[src/rtl/i3226_activity_monitor_pkg.sv]
// i3226_mon_pkg: pattern state type, detect pattern constant and saturating increment for the I3226 monitor
package i3226_mon_pkg;
  localparam int MAX_W = 13;
  localparam logic [3:0] PATTERN = 4'b1011;
  typedef enum logic [1:0] {IDLE, S1, S10, S101} pat_state_t;
  function automatic logic [MAX_W-1:0] sat_inc(input logic [MAX_W-1:0] v, input logic inc, input logic [MAX_W-1:0] max);
    return (inc && v != max) ? v + 1'b1 : v;
  endfunction
endpackage

[src/rtl/i3226_activity_monitor_if.sv]
// i3226_activity_monitor_if: bundles I3226/mon_en/alarm_clr inputs and edge_cnt/win_done/alarm/pat_hit outputs; slave = monitor side
interface i3226_activity_monitor_if #(parameter int WINDOW = 64);
  localparam int CNT_W = $clog2(WINDOW + 1);
  logic I3226, mon_en, alarm_clr, win_done, alarm, pat_hit;
  logic [CNT_W-1:0] edge_cnt;
  modport master(output I3226, mon_en, alarm_clr, input edge_cnt, win_done, alarm, pat_hit);
  modport slave(input I3226, mon_en, alarm_clr, output edge_cnt, win_done, alarm, pat_hit);
endinterface

[src/rtl/i3226_activity_monitor_window.sv]
// i3226_mon_window: window/live edge counters; ports clk, rst, en, edge_in -> edge_cnt snapshot, win_done pulse, thr_hit (comb set request)
module i3226_mon_window
  import i3226_mon_pkg::*;
#(
  parameter int WINDOW = 64,
  parameter int THRESH = 8,
  parameter int CNT_W  = $clog2(WINDOW + 1)
) (
  input  logic             clk,
  input  logic             rst,
  input  logic             en,
  input  logic             edge_in,
  output logic [CNT_W-1:0] edge_cnt,
  output logic             win_done,
  output logic             thr_hit
);
  localparam int WC_W = $clog2(WINDOW);
  logic [WC_W-1:0] wcnt;
  logic [CNT_W-1:0] live, nxt;
  logic last;
  always_comb begin
    nxt = CNT_W'(sat_inc(MAX_W'(live), edge_in, MAX_W'({CNT_W{1'b1}})));
    last = en && wcnt == WC_W'(WINDOW - 1);
    thr_hit = last && nxt >= CNT_W'(THRESH);
  end
  always_ff @(posedge clk or posedge rst)
    if (rst) begin
      wcnt <= '0;
      live <= '0;
      edge_cnt <= '0;
      win_done <= 1'b0;
    end else begin
      win_done <= last;
      if (last) begin
        edge_cnt <= nxt;
        live <= '0;
        wcnt <= '0;
      end else if (en) begin
        live <= nxt;
        wcnt <= wcnt + 1'b1;
      end
    end
endmodule

[src/rtl/i3226_activity_monitor.sv]
// i3226_activity_monitor: I3226 edge-rate monitor; ports I1294_clk, I1301_rst (async), mon (slave modport); I3226_MON_PATTERN_EN enables 1011 detector
module i3226_activity_monitor
  import i3226_mon_pkg::*;
#(
  parameter int WINDOW = 64,
  parameter int THRESH = 8
) (
  input logic I1294_clk,
  input logic I1301_rst,
  i3226_activity_monitor_if.slave mon
);
  localparam int CNT_W = $clog2(WINDOW + 1);
  logic s0, s1, edge_w, thr_hit;
  assign edge_w = mon.mon_en & s0 & ~s1;
  i3226_mon_window #(.WINDOW(WINDOW), .THRESH(THRESH), .CNT_W(CNT_W)) u_win (
    .clk(I1294_clk),
    .rst(I1301_rst),
    .en(mon.mon_en),
    .edge_in(edge_w),
    .edge_cnt(mon.edge_cnt),
    .win_done(mon.win_done),
    .thr_hit(thr_hit)
  );
  always_ff @(posedge I1294_clk or posedge I1301_rst)
    if (I1301_rst) begin
      s0 <= 1'b0;
      s1 <= 1'b0;
      mon.alarm <= 1'b0;
    end else begin
      s0 <= mon.I3226;
      if (mon.mon_en) s1 <= s0;
      mon.alarm <= thr_hit | (mon.alarm & ~mon.alarm_clr);
    end
`ifdef I3226_MON_PATTERN_EN
  pat_state_t st;
  always_ff @(posedge I1294_clk or posedge I1301_rst)
    if (I1301_rst) begin
      st <= IDLE;
      mon.pat_hit <= 1'b0;
    end else begin
      mon.pat_hit <= mon.mon_en && st == S101 && s0 == PATTERN[0];
      if (mon.mon_en)
        case (st)
          IDLE:    st <= s0 ? S1 : IDLE;
          S1:      st <= s0 ? S1 : S10;
          S10:     st <= s0 ? S101 : IDLE;
          default: st <= s0 ? S1 : S10;
        endcase
    end
`else
  assign mon.pat_hit = 1'b0;
`endif
endmodule

[src/flat_wrapper.sv]
// flat-port wrapper written by rule: the top's interface ports become plain ports
module i3226_activity_monitor_flat import i3226_mon_pkg::*;
#(
  parameter int WINDOW = 64,
  parameter int THRESH = 8
)
  (I1294_clk, I1301_rst, mon_I3226, mon_mon_en, mon_alarm_clr, mon_edge_cnt, mon_win_done, mon_alarm, mon_pat_hit);
  i3226_activity_monitor_if #(.WINDOW(WINDOW)) mon_i ();
  input logic I1294_clk;
  input logic I1301_rst;
  input wire logic [$bits(mon_i.I3226)-1:0] mon_I3226;
  input wire logic [$bits(mon_i.mon_en)-1:0] mon_mon_en;
  input wire logic [$bits(mon_i.alarm_clr)-1:0] mon_alarm_clr;
  output wire logic [$bits(mon_i.edge_cnt)-1:0] mon_edge_cnt;
  output wire logic [$bits(mon_i.win_done)-1:0] mon_win_done;
  output wire logic [$bits(mon_i.alarm)-1:0] mon_alarm;
  output wire logic [$bits(mon_i.pat_hit)-1:0] mon_pat_hit;
  assign mon_i.I3226 = mon_I3226;
  assign mon_i.mon_en = mon_mon_en;
  assign mon_i.alarm_clr = mon_alarm_clr;
  assign mon_edge_cnt = mon_i.edge_cnt;
  assign mon_win_done = mon_i.win_done;
  assign mon_alarm = mon_i.alarm;
  assign mon_pat_hit = mon_i.pat_hit;
  i3226_activity_monitor #(.WINDOW(WINDOW), .THRESH(THRESH)) u_core (.I1294_clk(I1294_clk), .I1301_rst(I1301_rst), .mon(mon_i));
endmodule
[config.mk]
export PLATFORM = sky130hd
export DESIGN_NAME = i3226_activity_monitor_flat
export DESIGN_NICKNAME = d
export VERILOG_FILES = /design/src/rtl/i3226_activity_monitor_pkg.sv /design/src/rtl/i3226_activity_monitor_if.sv /design/src/rtl/i3226_activity_monitor_window.sv /design/src/rtl/i3226_activity_monitor.sv /design/src/flat_wrapper.sv
export SDC_FILE = /design/constraint.sdc
export NUM_CORES = 1
export LEC_CHECK = 0
export CORE_ASPECT_RATIO = 0.75
export CORE_UTILIZATION = 30
export DETAILED_ROUTE_END_ITERATION = 12
export RECOVER_POWER = 50
export SLEW_MARGIN = 20
export SYNTH_ARGS = -nofsm -noshare
export SYNTH_HDL_FRONTEND = slang
export SYNTH_SLANG_ARGS = --single-unit
[constraint.sdc]
create_clock -name I1294_clk -period 1.9 [get_ports I1294_clk]
set_input_delay 0.19 -clock I1294_clk [delete_from_list [all_inputs] [get_ports I1294_clk]]
set_output_delay 0.19 -clock I1294_clk [all_outputs]
set_load 0.05 [all_outputs]
* After elaboration in Yosys (flattened, before gate mapping)
Index checks and enable logic that the tools add are counted.
** Storage, ports and cells
- Bits of input ports :: 5
- Memories kept :: 0
- Register bits after elaboration :: 24
- Bits in latches :: 0
- Bits in read-only memories :: 0
- RAM bits :: 0
** Operators by class
- Shift operators :: 0
- $lt $le $gt $ge :: 1
- Add/sub/neg operators :: 2
- Reduce and logical (&&, ||, !) cells :: 4
- Mux-type cells :: 5
- Bitwise gates (word level) :: 6
- Multiply operators :: 0
- Equal/unequal tests :: 2
- Div/mod/pow operators :: 0
** Operator list (count)
- two-way mux 7 bit :: 3
- two-way mux 6 bit :: 2
- adder 7 x 1 -> 7 bit, second input constant :: 1
- greater-or-equal comparator 7 x 4 -> 1 bit, second input constant :: 1
- != test 7 bit, second input constant :: 1
- adder 6 x 1 -> 6 bit, second input constant :: 1
- equality test 6 bit, second input constant :: 1
- AND 1 bit :: 3
- logical AND 1 bit :: 3
- NOT 1 bit :: 2
- nonzero test 2 bit :: 1
- OR 1 bit :: 1

* Logic depth before layout (Yosys ltp)
Gate-level depths: netlist (run 1).
- Depth after elaboration :: 7
- Mapped depth :: 6
- Depth with buffers taken out :: 5

* Modules after synthesis
From an unflattened synthesis (run 1), not the netlist that was laid out.
** Unflattened totals
- Cells, all modules :: 121
- Area, all modules :: 1171.1 µm²
** By module, submodules not included
- i3226_mon_window :: cells an instance 109, times used 1, seq. area each 525.5 µm², area an instance 1053.5 µm²
- i3226_activity_monitor :: cells an instance 12, times used 1, seq. area each 75.1 µm², area an instance 117.6 µm²

* Worst setup path after synthesis (run 1)
Ideal clock, no wire load.
- Path type :: flip-flop to flip-flop
- Start :: register u_core.u_win.live[0]
- End :: register u_core.u_win.edge_cnt[4]
- Setup time :: 0.125 ns
- Setup slack :: 0.308 ns
- Stages on the path, launching flop included :: 6
- Buffers on the path :: 0
- Arrival time :: 1.467 ns
- Cell sequence :: dfrtp_1 > ha_1 > and4b_1 > a31o_2 > a21boi_1 > mux2_2
** Between the ends
- Cells in the longest elaborated chain, start to end :: 3
** RTL lines
- from (decl) :: line i3226_activity_monitor_window.sv:19 : logic [CNT_W-1:0] live, nxt;
- from (signal assigned) :: line i3226_activity_monitor_window.sv:39 : live <= nxt;
- branches (longest 2 deep; another with adder 7 x 1 -> 7 bit)
- two-way mux 7 bit * :: line i3226_activity_monitor_pkg.sv:7 : return (inc && v != max) ? v + 1'b1 : v;
- to (signal assigned) :: line i3226_activity_monitor_window.sv:35 : edge_cnt <= nxt;
- to (decl) :: line i3226_activity_monitor_window.sv:13 : output logic [CNT_W-1:0] edge_cnt,
Mark *: on every way between the ends.
A chain may end at the register's enable or synchronous reset.

* Worst setup path after layout (run 1)
- Start :: input port mon_mon_en
- End :: register u_core.mon.alarm
** Between the ends
- Cells in the longest elaborated chain, start to end :: 7
** RTL lines
- from (decl) :: line flat_wrapper.sv:12 : input wire logic [$bits(mon_i.mon_en)-1:0] mon_mon_en;
- AND 1 bit (2 in series) :: line i3226_activity_monitor.sv:14 : assign edge_w = mon.mon_en & s0 & ~s1;
- logical AND 1 bit :: line i3226_activity_monitor_pkg.sv:7
- two-way mux 7 bit :: line i3226_activity_monitor_pkg.sv:7
- greater-or-equal comparator 7 x 4 -> 1 bit :: line i3226_activity_monitor_window.sv:24 : thr_hit = last && nxt >= CNT_W'(THRESH);
- logical AND 1 bit * :: line i3226_activity_monitor_window.sv:24
- OR 1 bit * :: line i3226_activity_monitor.sv:32 : mon.alarm <= thr_hit | (mon.alarm & ~mon.alarm_clr);
- to (signal assigned) :: line i3226_activity_monitor.sv:32
- to (decl) :: line i3226_activity_monitor_if.sv:7 : modport slave(input I3226, mon_en, alarm_clr, output edge_cnt, win_done, alarm, pat_hit);
Every way passes the cells marked *; elsewhere a longest branch is shown, timed or not.

==> impl_metrics.env, run 1 <==
export IMPL_required_ps=2040
export IMPL_clock_root_buffer="clkbuf_8"
export IMPL_synth_cells=107
export IMPL_grt_pass1_vias=766
export IMPL_path_class="in2reg"
export IMPL_synth_nets=114
export IMPL_ys_types=36
export IMPL_final_nets=133
export IMPL_area_growth_pct=23.6
export IMPL_clk_pin_slew_worst_paths_ps=80
export IMPL_rsz0062_at_grt="false"
export IMPL_drive_above_1_share_pct=15.2
export IMPL_n_fill_cell=377
export IMPL_start_util_pct=31.4
export IMPL_hpwl_mm=1.63
export IMPL_h_tree_depth=1
export IMPL_synth_top_cell_area_share_pct=52.6
export IMPL_vias_per_cell=4.72
export IMPL_crit_buf_inv=1
export IMPL_p_leak_nw=0.616
export IMPL_holdWs_ps=472
export IMPL_tns_ps=0
export IMPL_hp_class="in2reg"
export IMPL_ys_warn_count=0
export IMPL_critical_path_slowest_cell="dlygate4sd3_1"
export IMPL_grt_overflow=0
export IMPL_cp_max_fo=8
export IMPL_timing_final_crit_period_ps=1700
export IMPL_antenna_left=0
export IMPL_wl_per_cell_um=11.9
export IMPL_antenna_found_initial=0
export IMPL_coreArea_sq_mm=0.00364
export IMPL_cts_tree="yes"
export IMPL_cts_buffer_depth=2
export IMPL_syn_area_sq_mm=0.00114
export IMPL_io_buffers=13
export IMPL_place_congestion=0.848
export IMPL_synth_seq_cells=24
export IMPL_dr_pass1_iters=4
export IMPL_cpLargestDelayFamily="buffers and inverters"
export IMPL_final_cell_mix="24 x dfrtp_1, 11 x clkdlybuf4s50_1, 10 x nand2_1, 10 x o21ai_0, 9 x nor2_1"
export IMPL_setup_viol=0
export IMPL_slowest_delay_ps=720
export IMPL_worstMarginPinSlew_ps=1260
export IMPL_grt_usage_pct=12.2
export IMPL_die_h_um=55.4
export IMPL_synth_area_leaders="dfrtp_1 53%, o21ai_0 4.4%, mux2_2 3.9%"
export IMPL_wl_mm=2.11
export IMPL_antenna_cells=0
export IMPL_vias=835
export IMPL_clock_sinks=24
export IMPL_cp_start_kind="input pin"
export IMPL_dieArea_sq_mm=0.00406
export IMPL_dieWidth_um=73.2
export IMPL_skew_ps=5.54
export IMPL_cts_buffers=3
export IMPL_cts_hold_buffers=0
export IMPL_crit_chain="dlygate4sd3_1, nand3b_4, or4_4, a221oi_2, a21oi_1"
export IMPL_yosysSeqAreaShare_pct=52.6
export IMPL_drtIter0Drc=36
export IMPL_drc=0
export IMPL_row_count=19
export IMPL_p_per_area_mw_per_mm2=1180
export IMPL_post_dp_cell_area_sq_mm=0.00135
export IMPL_grt_pass1_wl_mm=3.69
export IMPL_arrival_ps=1840
export IMPL_max_vdd_ir_drop_mv=0.363
export IMPL_hold_violations=0
export IMPL_stdcell_area_sq_mm=0.00141
export IMPL_fin_util_pct=38.8
export IMPL_min_period_over_period_pct=89.5
export IMPL_end_kind="register"
export IMPL_syn_area_per_cell_sq_um=10.7
export IMPL_post_cts_buffers=0
export IMPL_finalMaxSlewViolations=0
export IMPL_outcome="completed"
export IMPL_drv_cap=0
export IMPL_cts_repair_resized=0
export IMPL_grt_max_degree=25
export IMPL_slew_headroom_pct=15.8
export IMPL_final_common_cell="dfrtp_1"
export IMPL_clock_latency_ps=270
export IMPL_max_freq_mhz=588
export IMPL_synth_top_area_cell="dfrtp_1"
export IMPL_io_pins=15
cells in the mapped netlist:
cell,number
clkbuf_1,1
a21boi_1,1
nand4_1,6
xnor2_1,2
buf_4,2
buf_2,1
xor2_1,2
and3_1,2
o2111ai_1,1
nand3b_4,1
o211ai_1,1
and2_1,2
o21ai_0,10
o311ai_0,1
a21oi_1,3
inv_1,3
and4b_1,1
inv_2,1
nor3_1,1
mux2_2,4
ha_1,2
a31oi_1,1
o21ai_1,1
conb_1,1
nand3_2,1
or4_4,1
nand3_1,4
and3b_1,1
nor2_1,9
and4_2,1
nand2_1,10
a31o_2,1
mux2i_1,2
a221oi_2,1
dfrtp_1,24
buf_6,1
cell families after synthesis:
| family | Yosys count | synth area share [%] |
|---|---|---|
| simple gates | 40 | 20.1 |
| flops | 24 | 52.6 |
| compound gates | 21 | 11.6 |
| buf+inv | 9 | 4.38 |
| mux | 6 | 5.70 |
| xor+xnor | 4 | 3.07 |
| fa+ha+maj | 2 | 2.19 |
| other cells | 1 | 0.329 |
metal layers:
layer / vias to the layer above / GRT usage (%) / wire (um)
li1: 417 / - / -
met1: 395 / 17.0 / 1010
met2: 19 / 17.7 / 989
met3: 4 / 4.38 / 97
met4: 0 / 3.36 / 14
met5: - / 0 / 0
area by class of cell:
type / instances / area, sq um / share of cell area, %
repair buffers: 19 / 168 / 11.9
well taps: 52 / 65.1 / 4.61
clock buffers: 3 / 41.3 / 2.93
clock inverters: 1 / 30.0 / 2.13
flip-flops and latches: 24 / 601 / 42.6
inverters: 4 / 15.0 / 1.06
multi-input cells: 74 / 490 / 34.8
sequential cells by signal (all words and copies together) (netlist names):
name and cells:
u_core.u_win.win_done 1, u_core.s0 1, u_core.u_win.edge_cnt 7, u_core.u_win.wcnt 6
u_core.u_win.live 7, u_core.mon.alarm 1, u_core.s1 1
power breakdown:
part / total [mW] / internal, mW / leakage [nW] / switching [mW]
clock network: 0.443 / 0.282 / 0.0357 / 0.161
logic: 0.417 / 0.196 / 0.270 / 0.222
registers: 0.808 / 0.644 / 0.310 / 0.164
total: 1.67 / 1.12 / 0.616 / 0.546
through the flow:
stage                     setup WS, ps  instances  total power, mW
after floorplan                    308        107             1.12
after global placement            33.5        173             1.22
after detailed placement         -18.6        173             1.25
after CTS                          203        177             1.70
after global routing              92.0        177             1.80
final                              199        177             1.67
worst paths after layout:
path | startpoint | to | slack, ps | cells after the start
setup / recovery | mon_mon_en | u_core.mon.alarm$_DFF_PP0_ | 200 | 5
hold / removal | mon_I3226 | u_core.s0$_DFF_PP0_ | 470 | 1
setup reg to reg | u_core.u_win.live[0]$_DFFE_PP0P_ | u_core.mon.alarm$_DFF_PP0_ | 220 | 5
hold reg to reg | u_core.u_win.edge_cnt[2]$_DFFE_PP0P_ | u_core.u_win.edge_cnt[2]$_DFFE_PP0P_ | 480 | 2
max in group asynchronous | I1301_rst | u_core.u_win.live[3]$_DFFE_PP0P_ | 520 | 3
min in group asynchronous | I1301_rst | u_core.u_win.edge_cnt[0]$_DFFE_PP0P_ | 630 | 3
(Power assumes the default switching activity.)
==> run 2: changes to the inputs <==
--- a/config.mk
+++ b/config.mk
@@ -9,6 +9,7 @@
 export CORE_UTILIZATION = 30
 export DETAILED_ROUTE_END_ITERATION = 12
 export RECOVER_POWER = 50
+export SETUP_SLACK_MARGIN = 0.3
 export SLEW_MARGIN = 20
 export SYNTH_ARGS = -nofsm -noshare
 export SYNTH_HDL_FRONTEND = slang
==> constraint.sdc (replaced) <==
create_clock -name I1294_clk -period 1.6 [get_ports I1294_clk]
set_input_delay 0.32 -clock I1294_clk [delete_from_list [all_inputs] [get_ports I1294_clk]]
set_output_delay 0.32 -clock I1294_clk [all_outputs]
set_load 0.05 [all_outputs]
==> impl_metrics.env, run 2 (same netlist as run 1, synthesis figures left out) <==
export IMPL_dieWidth_um=73.2
export IMPL_antenna_found_initial=0
export IMPL_cp_max_fo=3
export IMPL_rsz0062_at_grt="true"
export IMPL_final_common_cell="buf_4"
export IMPL_drv_cap=0
export IMPL_coreArea_sq_mm=0.00364
export IMPL_drc=0
export IMPL_comb_power_share_pct=38.1
export IMPL_post_place_cells=176
export IMPL_skew_ps=3.62
export IMPL_drive_above_1_share_pct=44.2
export IMPL_final_instance_count_excl_fill=190
export IMPL_start_util_pct=31.4
export IMPL_vias_per_cell=5.04
export IMPL_slew_headroom_pct=59.5
export IMPL_final_nets=146
export IMPL_final_cell_mix="25 x buf_4, 20 x dfrtp_1, 9 x nand2_1, 9 x nor2_1"
export IMPL_antenna_left=0
export IMPL_stdcell_area_sq_mm=0.00159
export IMPL_hpwl_mm=1.74
export IMPL_cts_tree="yes"
export IMPL_grt_usage_pct=14.0
export IMPL_io_buffers=13
export IMPL_cpLargestDelayFamily="flip-flops"
export IMPL_top_regs="u_core.u_win.edge_cnt (7), u_core.u_win.live (7), u_core.u_win.wcnt (6)"
export IMPL_crit_buf_inv=0
export IMPL_p_per_area_mw_per_mm2=1400
export IMPL_ff2ff_setup_slack_ps=60
export IMPL_internal_power_mw=1.44
export IMPL_timing_final_crit_period_ps=1540
export IMPL_cts_buffers=3
export IMPL_dr_pass1_iters=4
export IMPL_hold_violations=0
export IMPL_p_seq_share_pct=43.9
export IMPL_switchingPower_mw=0.787
export IMPL_required_ps=1750
export IMPL_post_dp_cell_area_sq_mm=0.00137
export IMPL_clk_pin_slew_worst_paths_ps=80
export IMPL_slowest_delay_ps=420
export IMPL_drtIter0Drc=49
export IMPL_max_vdd_ir_drop_mv=0.606
export IMPL_h_tree_depth=1
export IMPL_io_pins=15
export IMPL_worstMarginPinSlew_ps=607
export IMPL_switching_share_pct=35.3
export IMPL_dieArea_sq_mm=0.00406
export IMPL_wl_mm=2.66
export IMPL_p_leak_nw=0.694
export IMPL_clock_sinks=24
export IMPL_end_kind="register"
export IMPL_min_period_over_period_pct=96.1
export IMPL_place_congestion=0.815
export IMPL_antenna_cells=0
export IMPL_wl_per_cell_um=14.0
export IMPL_vias=957
export IMPL_critical_path_slowest_cell="dfrtp_1"
export IMPL_grt_max_degree=25
export IMPL_grt_pass1_wl_mm=4.28
export IMPL_row_count=19
export IMPL_crit_chain="ha_4, and4b_1, a31o_2, a21boi_4, mux2_4"
export IMPL_pwr_share_clk_pct=18.0
export IMPL_path_class="reg2reg"
export IMPL_cts_buffer_depth=2
export IMPL_total_power_mw=2.23
export IMPL_area_growth_pct=39.6
export IMPL_cts_hold_buffers=0
export IMPL_grt_pass1_vias=881
export IMPL_clock_root_buffer="clkbuf_8"
export IMPL_hp_class="in2reg"
export IMPL_grt_overflow=0
export IMPL_holdWs_ps=467
export IMPL_outcome="completed"
export IMPL_cp_start_kind="register"
export IMPL_clock_latency_ps=260
export IMPL_setup_viol=0
export IMPL_finalMaxSlewViolations=0
export IMPL_arrival_ps=1690
export IMPL_max_freq_mhz=650
export IMPL_die_h_um=55.4
==> run 2: changes by cell type in the layout (fill, tap and decap cells not counted), moves of 2 or more <==
cell             delta
dfrtp_1             -4
mux2i_2             +2
mux2i_1             -2
o21ai_1             +5
clkdlybuf4s50_1    -10
buf_4              +21
o21ai_0             -7
dfrtp_2             +4
==> run 2: metal layers <==
layer	part of all wire [%]	track usage, %	vias up	wire (um)
met4	0.53	3.36	0	14
met3	3.5	4.38	2	93
met5	0	0	-	0
li1	-	-	448	-
met1	46	19.2	489	1230
met2	49	21.3	18	1320
==> run 2: area by class of cell <==
cell class                 instances  area (sq um)
tap                               52          65.1
inverter                           4          17.5
fill                             356          2040
sequential                        24           606
clock buffer                       4          55.1
timing repair buffer              32           258
multi-input combinational         74           592
==> run 2: worst min-delay path, cell delays in order <==
cell      delay (ps)
clkbuf_1         170
nand4_1          140
xnor2_1           60
==> run 2: through the flow <==
step	utilization (%)	TNS [ps]	setup slack, ps
after global placement	37.5	-3410	-386
after global routing	43.8	0	21.6
after CTS	41.5	0	64.8
after floorplan	-	0	103
after detailed placement	37.5	-4030	-415
final	43.8	0	62.6
==> run 2: what timing repair did <==
action	in CTS	in global routing
pin swaps	6	3
setup buffers	3	7
setup endpoints to repair	20	16
resized for setup	25	11
==> run 2: path summary, 6_finish.rpt <==
| kind | startpoint | endpoint | depth (start not counted) |
|---|---|---|---|
| worst max-delay path | u_core.u_win.live[0]$_DFFE_PP0P_ | u_core.u_win.edge_cnt[4]$_DFFE_PP0P_ | 5 |
| worst min-delay path | mon_mon_en | u_core.u_win.wcnt[4]$_DFFE_PP0P_ | 3 |
| worst max register to register | u_core.u_win.live[0]$_DFFE_PP0P_ | u_core.u_win.edge_cnt[4]$_DFFE_PP0P_ | 5 |
| worst min register to register | u_core.u_win.edge_cnt[2]$_DFFE_PP0P_ | u_core.u_win.edge_cnt[2]$_DFFE_PP0P_ | 2 |
| max in group asynchronous | I1301_rst | u_core.u_win.wcnt[2]$_DFFE_PP0P_ | 3 |
| min in group asynchronous | I1301_rst | u_core.u_win.live[6]$_DFFE_PP0P_ | 3 |
==> run 2: power by group through the flow <==
| stage | Clock, mW | Sequential (mW) | Combinational [mW] |
|---|---|---|---|
| global route | 0.447 | 0.998 | 0.937 |
| detailed placement | 0 | 0.974 | 0.577 |
| finish | 0.402 | 0.979 | 0.848 |
| global placement | 0 | 0.960 | 0.541 |
| CTS | 0.417 | 0.983 | 0.684 |
| floorplan | 0 | 0.954 | 0.392 |
